`src/rtl/alu_req_arbiter_if.sv`:
```
// Bundle of the requester, ALU and response signals shared by the arbiter and
// its environment. slave = arbiter side, master = requesters/ALU/consumer side.
interface alu_req_arbiter_if #(
  parameter int unsigned DATA_W = 4,
  parameter int unsigned OP_W   = 3
);
  // Requester 0
  logic              req0_valid;
  logic              req0_ready;
  logic [OP_W-1:0]   req0_op;
  logic [DATA_W-1:0] req0_a;
  logic [DATA_W-1:0] req0_b;
  // Requester 1
  logic              req1_valid;
  logic              req1_ready;
  logic [OP_W-1:0]   req1_op;
  logic [DATA_W-1:0] req1_a;
  logic [DATA_W-1:0] req1_b;
  // Shared ALU
  logic [DATA_W-1:0] alu_a;
  logic [DATA_W-1:0] alu_b;
  logic [OP_W-1:0]   alu_select;
  logic [DATA_W-1:0] alu_out;
  logic              alu_carry;
  logic              alu_overflow;
  logic              alu_parity;
  logic              alu_zero;
  logic              alu_sign;
  // Response channel
  logic              rsp_valid;
  logic              rsp_ready;
  logic              rsp_id;
  logic [DATA_W-1:0] rsp_data;
  logic [4:0]        rsp_flags;
  logic              rsp_err;
  logic              busy;

  modport slave (
    input  req0_valid, req0_op, req0_a, req0_b,
    output req0_ready,
    input  req1_valid, req1_op, req1_a, req1_b,
    output req1_ready,
    output alu_a, alu_b, alu_select,
    input  alu_out, alu_carry, alu_overflow, alu_parity, alu_zero, alu_sign,
    output rsp_valid, rsp_id, rsp_data, rsp_flags, rsp_err,
    input  rsp_ready,
    output busy
  );

  modport master (
    output req0_valid, req0_op, req0_a, req0_b,
    input  req0_ready,
    output req1_valid, req1_op, req1_a, req1_b,
    input  req1_ready,
    input  alu_a, alu_b, alu_select,
    output alu_out, alu_carry, alu_overflow, alu_parity, alu_zero, alu_sign,
    input  rsp_valid, rsp_id, rsp_data, rsp_flags, rsp_err,
    output rsp_ready,
    input  busy
  );
endinterface

```
`src/rtl/alu_req_arbiter.sv`:
```
// Round-robin arbiter sharing one combinational ALU between two requesters.
// Operands/select are registered toward the ALU, held for ALU_LAT cycles, then
// the result and flags are captured and returned tagged with the owner ID.
// Divide-by-zero is answered with an error response without touching the ALU.
module alu_req_arbiter #(
  parameter int unsigned DATA_W  = 4,
  parameter int unsigned OP_W    = 3,
  parameter int unsigned ALU_LAT = 1
) (
  input logic             clk,
  input logic             rst_n,
  alu_req_arbiter_if.slave io_bus
);

  localparam int unsigned     CntW  = (ALU_LAT > 1) ? $clog2(ALU_LAT) : 1;
  localparam logic [OP_W-1:0] OpDiv = OP_W'(3);
  localparam logic [CntW-1:0] CntInit = CntW'(ALU_LAT - 1);

  typedef enum logic [1:0] {StIdle, StExec, StResp} state_e;

  state_e            r_state,     w_state_d;
  logic              r_rr_ptr,    w_rr_ptr_d;
  logic [CntW-1:0]   r_cnt,       w_cnt_d;
  logic [DATA_W-1:0] r_alu_a,     w_alu_a_d;
  logic [DATA_W-1:0] r_alu_b,     w_alu_b_d;
  logic [OP_W-1:0]   r_alu_sel,   w_alu_sel_d;
  logic              r_rsp_id,    w_rsp_id_d;
  logic [DATA_W-1:0] r_rsp_data,  w_rsp_data_d;
  logic [4:0]        r_rsp_flags, w_rsp_flags_d;
  logic              r_rsp_err,   w_rsp_err_d;

  logic              w_idle;
  logic              w_gnt0;
  logic              w_gnt1;
  logic              w_xfer;
  logic [OP_W-1:0]   w_sel_op;
  logic [DATA_W-1:0] w_sel_a;
  logic [DATA_W-1:0] w_sel_b;
  logic              w_div0;

  assign w_idle = (r_state == StIdle);

  // Lone requester always wins; on contention rr_ptr picks the winner.
  assign w_gnt0 = io_bus.req0_valid & (~io_bus.req1_valid | ~r_rr_ptr);
  assign w_gnt1 = io_bus.req1_valid & (~io_bus.req0_valid |  r_rr_ptr);
  assign w_xfer = w_idle & (w_gnt0 | w_gnt1);

  assign w_sel_op = w_gnt1 ? io_bus.req1_op : io_bus.req0_op;
  assign w_sel_a  = w_gnt1 ? io_bus.req1_a  : io_bus.req0_a;
  assign w_sel_b  = w_gnt1 ? io_bus.req1_b  : io_bus.req0_b;
  assign w_div0   = (w_sel_op == OpDiv) && (w_sel_b == '0);

  assign io_bus.req0_ready = w_gnt0 & w_idle;
  assign io_bus.req1_ready = w_gnt1 & w_idle;
  assign io_bus.alu_a      = r_alu_a;
  assign io_bus.alu_b      = r_alu_b;
  assign io_bus.alu_select = r_alu_sel;
  assign io_bus.rsp_valid  = (r_state == StResp);
  assign io_bus.rsp_id     = r_rsp_id;
  assign io_bus.rsp_data   = r_rsp_data;
  assign io_bus.rsp_flags  = r_rsp_flags;
  assign io_bus.rsp_err    = r_rsp_err;
  assign io_bus.busy       = ~w_idle;

  // Next-state and datapath update for accept, ALU settle and response handshake.
  always_comb begin
    w_state_d     = r_state;
    w_rr_ptr_d    = r_rr_ptr;
    w_cnt_d       = r_cnt;
    w_alu_a_d     = r_alu_a;
    w_alu_b_d     = r_alu_b;
    w_alu_sel_d   = r_alu_sel;
    w_rsp_id_d    = r_rsp_id;
    w_rsp_data_d  = r_rsp_data;
    w_rsp_flags_d = r_rsp_flags;
    w_rsp_err_d   = r_rsp_err;

    unique case (r_state)
      StIdle: begin
        if (w_xfer) begin
          w_rsp_id_d = w_gnt1;
          if (w_div0) begin
            // ALU inputs deliberately left at their previous values.
            w_rsp_err_d   = 1'b1;
            w_rsp_data_d  = '0;
            w_rsp_flags_d = '0;
            w_state_d     = StResp;
          end else begin
            w_alu_a_d   = w_sel_a;
            w_alu_b_d   = w_sel_b;
            w_alu_sel_d = w_sel_op;
            w_cnt_d     = CntInit;
            w_state_d   = StExec;
          end
        end
      end
      StExec: begin
        if (r_cnt == '0) begin
          w_rsp_data_d  = io_bus.alu_out;
          w_rsp_flags_d = {io_bus.alu_carry, io_bus.alu_overflow, io_bus.alu_parity,
                           io_bus.alu_zero, io_bus.alu_sign};
          w_rsp_err_d   = 1'b0;
          w_state_d     = StResp;
        end else begin
          w_cnt_d = r_cnt - 1'b1;
        end
      end
      StResp: begin
        if (io_bus.rsp_ready) begin
          w_rr_ptr_d = ~r_rsp_id;
          w_state_d  = StIdle;
        end
      end
      default: w_state_d = StIdle;
    endcase
  end

  // State and datapath registers with asynchronous clear.
  always_ff @(posedge clk or negedge rst_n) begin
    if (!rst_n) begin
      r_state     <= StIdle;
      r_rr_ptr    <= 1'b0;
      r_cnt       <= '0;
      r_alu_a     <= '0;
      r_alu_b     <= '0;
      r_alu_sel   <= '0;
      r_rsp_id    <= 1'b0;
      r_rsp_data  <= '0;
      r_rsp_flags <= '0;
      r_rsp_err   <= 1'b0;
    end else begin
      r_state     <= w_state_d;
      r_rr_ptr    <= w_rr_ptr_d;
      r_cnt       <= w_cnt_d;
      r_alu_a     <= w_alu_a_d;
      r_alu_b     <= w_alu_b_d;
      r_alu_sel   <= w_alu_sel_d;
      r_rsp_id    <= w_rsp_id_d;
      r_rsp_data  <= w_rsp_data_d;
      r_rsp_flags <= w_rsp_flags_d;
      r_rsp_err   <= w_rsp_err_d;
    end
  end

endmodule
```
`src/flat_wrapper.sv`:
```
// flat-port wrapper written by rule: the top's interface ports become plain ports
module alu_req_arbiter_flat 
#(
  parameter int unsigned DATA_W  = 4,
  parameter int unsigned OP_W    = 3,
  parameter int unsigned ALU_LAT = 1
)
  (clk, rst_n, io_bus_req0_valid, io_bus_req0_op, io_bus_req0_a, io_bus_req0_b, io_bus_req0_ready, io_bus_req1_valid, io_bus_req1_op, io_bus_req1_a, io_bus_req1_b, io_bus_req1_ready, io_bus_alu_a, io_bus_alu_b, io_bus_alu_select, io_bus_alu_out, io_bus_alu_carry, io_bus_alu_overflow, io_bus_alu_parity, io_bus_alu_zero, io_bus_alu_sign, io_bus_rsp_valid, io_bus_rsp_id, io_bus_rsp_data, io_bus_rsp_flags, io_bus_rsp_err, io_bus_rsp_ready, io_bus_busy);
  alu_req_arbiter_if #(.DATA_W(DATA_W), .OP_W(OP_W)) io_bus_i ();
  input logic clk;
  input logic rst_n;
  input wire logic [$bits(io_bus_i.req0_valid)-1:0] io_bus_req0_valid;
  input wire logic [$bits(io_bus_i.req0_op)-1:0] io_bus_req0_op;
  input wire logic [$bits(io_bus_i.req0_a)-1:0] io_bus_req0_a;
  input wire logic [$bits(io_bus_i.req0_b)-1:0] io_bus_req0_b;
  output wire logic [$bits(io_bus_i.req0_ready)-1:0] io_bus_req0_ready;
  input wire logic [$bits(io_bus_i.req1_valid)-1:0] io_bus_req1_valid;
  input wire logic [$bits(io_bus_i.req1_op)-1:0] io_bus_req1_op;
  input wire logic [$bits(io_bus_i.req1_a)-1:0] io_bus_req1_a;
  input wire logic [$bits(io_bus_i.req1_b)-1:0] io_bus_req1_b;
  output wire logic [$bits(io_bus_i.req1_ready)-1:0] io_bus_req1_ready;
  output wire logic [$bits(io_bus_i.alu_a)-1:0] io_bus_alu_a;
  output wire logic [$bits(io_bus_i.alu_b)-1:0] io_bus_alu_b;
  output wire logic [$bits(io_bus_i.alu_select)-1:0] io_bus_alu_select;
  input wire logic [$bits(io_bus_i.alu_out)-1:0] io_bus_alu_out;
  input wire logic [$bits(io_bus_i.alu_carry)-1:0] io_bus_alu_carry;
  input wire logic [$bits(io_bus_i.alu_overflow)-1:0] io_bus_alu_overflow;
  input wire logic [$bits(io_bus_i.alu_parity)-1:0] io_bus_alu_parity;
  input wire logic [$bits(io_bus_i.alu_zero)-1:0] io_bus_alu_zero;
  input wire logic [$bits(io_bus_i.alu_sign)-1:0] io_bus_alu_sign;
  output wire logic [$bits(io_bus_i.rsp_valid)-1:0] io_bus_rsp_valid;
  output wire logic [$bits(io_bus_i.rsp_id)-1:0] io_bus_rsp_id;
  output wire logic [$bits(io_bus_i.rsp_data)-1:0] io_bus_rsp_data;
  output wire logic [$bits(io_bus_i.rsp_flags)-1:0] io_bus_rsp_flags;
  output wire logic [$bits(io_bus_i.rsp_err)-1:0] io_bus_rsp_err;
  input wire logic [$bits(io_bus_i.rsp_ready)-1:0] io_bus_rsp_ready;
  output wire logic [$bits(io_bus_i.busy)-1:0] io_bus_busy;
  assign io_bus_i.req0_valid = io_bus_req0_valid;
  assign io_bus_i.req0_op = io_bus_req0_op;
  assign io_bus_i.req0_a = io_bus_req0_a;
  assign io_bus_i.req0_b = io_bus_req0_b;
  assign io_bus_req0_ready = io_bus_i.req0_ready;
  assign io_bus_i.req1_valid = io_bus_req1_valid;
  assign io_bus_i.req1_op = io_bus_req1_op;
  assign io_bus_i.req1_a = io_bus_req1_a;
  assign io_bus_i.req1_b = io_bus_req1_b;
  assign io_bus_req1_ready = io_bus_i.req1_ready;
  assign io_bus_alu_a = io_bus_i.alu_a;
  assign io_bus_alu_b = io_bus_i.alu_b;
  assign io_bus_alu_select = io_bus_i.alu_select;
  assign io_bus_i.alu_out = io_bus_alu_out;
  assign io_bus_i.alu_carry = io_bus_alu_carry;
  assign io_bus_i.alu_overflow = io_bus_alu_overflow;
  assign io_bus_i.alu_parity = io_bus_alu_parity;
  assign io_bus_i.alu_zero = io_bus_alu_zero;
  assign io_bus_i.alu_sign = io_bus_alu_sign;
  assign io_bus_rsp_valid = io_bus_i.rsp_valid;
  assign io_bus_rsp_id = io_bus_i.rsp_id;
  assign io_bus_rsp_data = io_bus_i.rsp_data;
  assign io_bus_rsp_flags = io_bus_i.rsp_flags;
  assign io_bus_rsp_err = io_bus_i.rsp_err;
  assign io_bus_i.rsp_ready = io_bus_rsp_ready;
  assign io_bus_busy = io_bus_i.busy;
  alu_req_arbiter #(.DATA_W(DATA_W), .OP_W(OP_W), .ALU_LAT(ALU_LAT)) u_core (.clk(clk), .rst_n(rst_n), .io_bus(io_bus_i));
endmodule
```
`config.mk`:
```
export PLATFORM = sky130hd
export DESIGN_NAME = alu_req_arbiter_flat
export DESIGN_NICKNAME = d
export VERILOG_FILES = /design/src/rtl/alu_req_arbiter_if.sv /design/src/rtl/alu_req_arbiter.sv /design/src/flat_wrapper.sv
export SDC_FILE = /design/constraint.sdc
export NUM_CORES = 1
export LEC_CHECK = 0
export BUFFER_PORTS_ARGS = -buffer_cell sky130_fd_sc_hd__buf_2
export CORE_UTILIZATION = 44
export DETAILED_ROUTE_END_ITERATION = 6
export HOLD_SLACK_MARGIN = 0.1
export PLACE_DENSITY = 0.78
export SYNTH_ARGS = -nofsm -noshare
export SYNTH_HDL_FRONTEND = slang
export SYNTH_SLANG_ARGS = --single-unit
```
`constraint.sdc`:
```
create_clock -name clk -period 2.05 [get_ports clk]
set_clock_uncertainty 0.15 [all_clocks]
set_input_delay 0.41 -clock clk [delete_from_list [all_inputs] [get_ports clk]]
set_output_delay 0.41 -clock clk [all_outputs]
set_load 0.01 [all_outputs]
```
# --- After elaboration in Yosys (flattened, before gate mapping) ---
# Cells that the tools add are included.
word_totals:
  output_inout_bits: 26
  register_bits: 26
  inputBits: 36
op_classes:
  n_addsub: 1
  n_bitwise: 14
  eq_ne: 8
  mux: 24
  n_reduce_logical: 10
op_table:
  columns: ["operator", "count"]
  rows:
  - ["4-bit two-way mux", 5]
  - ["5-bit two-way mux", 3]
  - ["5-bit case mux with 2 select lines", 1]
  - ["3-bit AND reduction", 3]
  - ["2-bit two-way mux", 4]
  - ["2-bit inequality test (second input constant)", 4]
  - ["4-bit case mux with 2 select lines", 1]
  - ["1-bit two-way mux", 6]
  - ["1-bit inverter", 6]
  - ["2-bit case mux with 3 select lines", 1]
  - ["1-bit bitwise AND", 5]
  - ["4-bit zero test", 1]
  - ["1-bit case mux with 2 select lines", 2]
  - ["2-bit AND reduction", 2]
  - ["4-bit AND reduction", 1]
  - ["3-bit by 2-bit == test with 1-bit output (second input constant)", 1]
  - ["3-bit two-way mux", 1]
  - ["1-bit bitwise OR", 3]
  - ["2-bit by 1-bit == test with 1-bit output (second input constant)", 1]
  - ["2-bit == test (second input constant)", 1]
  - ["2-bit zero test", 1]
  - ["2-bit by 1-bit inequality test with 1-bit output (second input constant)", 1]
  - ["2-bit nonzero test", 1]
  - ["1-bit logical AND", 1]
  - ["1-bit subtractor (second input constant)", 1]

# --- Longest topological paths before layout ---
logic_depth:
  depth_word: 9
  ltp_mapped: 5

# --- Worst setup path after synthesis ---
# No wires, ideal clock.
synth_path:
  path_kind: "input-to-reg"
  startpoint: "input io_bus_req0_op[2]"
  endpoint: "register u_core.r_alu_a[0] (netlist: u_core.io_bus.alu_a[0])"
  arrival_time_ns: 1.587
  slack_ns: 0.189
  cell_stages: 5
  n_path_buf: 1
  setup_time_ns: 0.125
  required_time_ns: 1.775
  path_cell_list: "or3_1 > a211o_1 > nand3_2 > buf_6 > mux2_2"
synth_between:
  elab_chain_len: 5
synth_lines:
  columns: ["element", "line_no", "text"]
  rows:
  - ["start, declared", "flat_wrapper.sv:13", "input wire logic [$bits(io_bus_i.req0_op)-1:0] io_bus_req0_op;"]
  - ["3-bit two-way mux", "alu_req_arbiter.sv:48", "assign w_sel_op = w_gnt1 ? io_bus.req1_op : io_bus.req0_op;"]
  - ["3-bit by 2-bit == test with 1-bit output", "alu_req_arbiter.sv:51", "assign w_div0 = (w_sel_op == OpDiv) && (w_sel_b == '0);"]
  - ["1-bit logical AND", "alu_req_arbiter.sv:51", null]
  - ["1-bit inverter (no line)", null, null]
  - ["3-bit AND reduction (no line)", null, null]
  - ["end signal, assigned", "alu_req_arbiter.sv:135", "r_alu_a <= w_alu_a_d;"]
  - ["end, declared", "alu_req_arbiter.sv:24", "logic [DATA_W-1:0] r_alu_a, w_alu_a_d;"]
# Every way passes these cells.
# A chain may end at the register's enable or synchronous reset.

# --- Final worst setup path ---
layout_path:
  startpoint: "register u_core.r_state[1]"
  endpoint: "output io_bus_req0_ready"
layout_between:
  elab_chain_len: 2
layout_lines:
  columns: ["element", "line_no", "text"]
  rows:
  - ["start, declared", "alu_req_arbiter.sv:21", "state_e r_state, w_state_d;"]
  - ["start signal, assigned", "alu_req_arbiter.sv:121", "r_state <= StIdle;"]
  - ["start signal, assigned", "alu_req_arbiter.sv:132", "r_state <= w_state_d;"]
  - ["2-bit zero test", "alu_req_arbiter.sv:41", "assign w_idle = (r_state == StIdle);"]
  - ["1-bit bitwise AND", "alu_req_arbiter.sv:53", "assign io_bus.req0_ready = w_gnt0 & w_idle;"]
  - ["end, declared", "flat_wrapper.sv:16", "output wire logic [$bits(io_bus_i.req0_ready)-1:0] io_bus_req0_ready;"]
# Every way passes these cells.

==> flow_metrics.tcl <==
set metrics [dict create \
    tritoncts "yes" \
    clockPowerShare 0.103 \
    hold_start "io_bus_alu_carry" \
    required_ns 1.49 \
    r2r-end "u_core.io_bus.alu_select[0]" \
    use_met1 0.2202 \
    crit_type "reg -> out" \
    dp.cells 193 \
    p_sw_frac 0.3696 \
    synth.distinct_cells 28 \
    first_pass_iters 4 \
    fin_setup_tns_ns 0 \
    cp.arrival_ns 1.38 \
    viasPerCell 5.200 \
    dp_slack_ns -0.02312 \
    outcome "finished clean" \
    p_seq_frac 0.405 \
    cp-end-kind "output port" \
    placementRows 18 \
    syn_area_mm2 0.001185 \
    max-slew-margin-rel 0.5678 \
    synthTopCellsByArea "dfrtp_1 (53%), mux2_2 (21%), nand2_1 (6.0%), o21ai_0 (3.0%), a211o_1 (1.5%)" \
    min_path_type "in -> reg" \
    start_util 0.4740 \
    dr_total_vias 1040 \
    place.gp.congestion 0.7602 \
    core_region_area_mm2 0.002500 \
    p_comb_frac 0.493 \
    clkSlewWorstSetupHoldPaths_ns 0.13 \
    postLayoutCoreUtil 0.6341 \
    ir_drop_v 0.0008425 \
    p_switching_uw 772.3 \
    path_buf_inv 1 \
    io_pins 62 \
    crit_fanout 4 \
    root_buffer "clkbuf_4" \
    synth_top_area_cell "dfrtp_1" \
    syn_nets 141 \
    die_h_um 53.90 \
    whs_ns 0.1372 \
    whs_endpoint "u_core.io_bus.rsp_flags[4]" \
    cts_buffers 3 \
    worst_pin_slew_ns 0.6470 \
    synth_top_area_frac 0.5280 \
    syn_area_per_cell_um2 11.28 \
    worstReg2RegStart "u_core.r_rr_ptr" \
    wire_per_inst_um 12.70 \
    holdPathStages 3 \
    crit_chain "or2_4 > nor2_4 > and2_1 > buf_2" \
    power_density_mw_per_mm2 1318 \
    setup_viol 0 \
    grt_antenna_before_repair 0 \
    r2r_slack_ns 0.24 \
    cts_num_sinks 25 \
    layout_setup_ws_ns 0.1148 \
    drc_errors 0 \
    grt.met3_usage 0.04237 \
    drv_cap 0 \
    yosysSeqAreaShare 0.5280 \
    diodes 0 \
    p_leak_uw 0.0008036 \
    antenna_left 0 \
    dieArea_mm2 0.002905 \
    finalHoldViolations 0 \
    nets 207 \
    dp_hpwl_um 1975 \
    fin_cells 200 \
    grt_pass1_vias 903 \
    max_freq_mhz 516.8 \
    htreeDepth 1 \
    rr_worst_depth 4 \
    die_x_um 53.90 \
    final_max_slew_viol_count 0 \
    ys_ff_latch 25 \
    slowest_stage "dfrtp_1" \
    critPathTopFamily "simple AND/OR/NAND/NOR gates" \
    gr-usage-all-layers 0.1874 \
    cts_buffer_depth 2 \
    port_buffers 61 \
    netlist_instances 105 \
    min_period_ns 1.935 \
    gr-total-overflow 0 \
    max_stage_delay_ns 0.40 \
    grt_start_max_net_pins 26 \
    cp-start-kind "register" \
    drive_gt1_frac 0.5529 \
    final.period_utilization 0.9440 \
    grt_pass1_wl_um 3850 \
    top_usage_layer "met2" \
    yosys_warnings 0 \
    drt_wl_total_um 2539 \
    met2_usage 0.3251 \
    internal_power_uw 1317 \
    syn2layout_area_growth_pct 33.79 \
    drt_first_iter_violations 14 \
    clk_latency_ns 0.31 \
    grt_setup_unrepaired "no" \
]
## cell usage in the layout, fill, tap and decap left out, types with 2 or more instances in the layout
cell,count
a211o_1,2
buf_2,61
buf_4,3
clkbuf_4,3
dfrtp_1,25
inv_1,3
mux2_2,22
nand2_1,19
nand2b_1,2
nor2_1,2
nor2b_1,2
o21ai_0,7
o21ai_1,2
## layout make-up
type                            count  area [µm²]
Multi-Input combinational cell     72       526.8
Clock buffer                        4       26.28
Fill cell                         197       914.6
Inverter                            3       11.26
Tap cell                           30       37.54
Sequential cell                    25       625.6
Timing Repair Buffer               66       357.8
## logic make-up (layout without fill, tap and decap cells)
group,after synthesis,count (layout),share of synthesized area
buffers and inverters,8,73,0.03589
and+or+nand+nor,34,34,0.1426
AOI/OAI and AO/OA,16,16,0.08448
muxes,22,22,0.2091
DFF,25,25,0.5280
## power groups by stage
stage	Clock (µW)	Combinational, µW	Sequential [µW]
floorplan	0	514	961
global placement	0	943	863
detailed placement	0	978	868
CTS	226	1030	845
global route	242	1140	870
finish	214	1030	846
## through the flow
step	total power (µW)	cell area [µm²]
floorplan	1475	1185
global placement	1806	1524
detailed placement	1847	1524
CTS	2098	1578
global route	2254	1585
finish	2089	1585
## per-layer routing
metal | vias to the layer above | routed length, µm | share of wire
met4 | 0 | 40 | 0.016
met2 | 32 | 1366 | 0.54
met5 | - | 0 | 0
met3 | 5 | 117 | 0.046
li1 | 500 | - | -
met1 | 503 | 1014 | 0.40
## worst register-to-register path: stages, from the launching register on
cell and delay [ns]:
dfrtp_1 0.40, nand2b_1 0.18, a211o_1 0.34, nand3_2 0.26, mux2_2 0.38
## sequential cells by signal (all words and copies together), names as in the netlist
signal / cells
u_core.io_bus.rsp_flags: 5
u_core.io_bus.alu_select: 3
u_core.io_bus.rsp_data: 4
u_core.io_bus.rsp_err: 1
u_core.io_bus.rsp_id: 1
u_core.io_bus.alu_a: 4
u_core.r_rr_ptr: 1
u_core.r_state: 2
u_core.io_bus.alu_b: 4
## worst max-delay path by stage
stage                                 start                     endpoint  depth (start not counted)  slack, ns
after floorplan           io_bus_req0_op[2]       u_core.io_bus.alu_a[0]                          5       0.19
final                     u_core.r_state[1]            io_bus_req0_ready                          4       0.11
after global placement    io_bus_req0_op[2]       u_core.io_bus.alu_a[1]                          5       0.03
after CTS                 u_core.r_state[1]            io_bus_req0_ready                          4      0.007
after global routing      u_core.r_state[1]            io_bus_req0_ready                          4       0.04
after detailed placement  io_bus_req0_op[2]  u_core.io_bus.alu_select[1]                          5      -0.02
## Yosys cell counts (all sizes together)
library cell  number
nand2b             2
or3                1
nor2               3
dfrtp             25
mux2              22
clkbuf             1
buf                4
nor4bb             1
nor2b              2
and2               1
a211oi             1
or2                1
nor3               1
a211o              2
o22ai              1
nand4bb            1
inv                3
a31oi              1
o21ai              9
nand3              1
o21a               1
nand4              1
a21oi              1
nand2             19
## repair_timing
item,4_1_cts,5_1_grt
gates resized for setup,1,2
endpoints found under the setup margin,1,1
hold buffers,1,0
endpoints found under the hold margin,25,0
setup buffers,2,0
No activity file was read; power rests on OpenSTA's default activity.
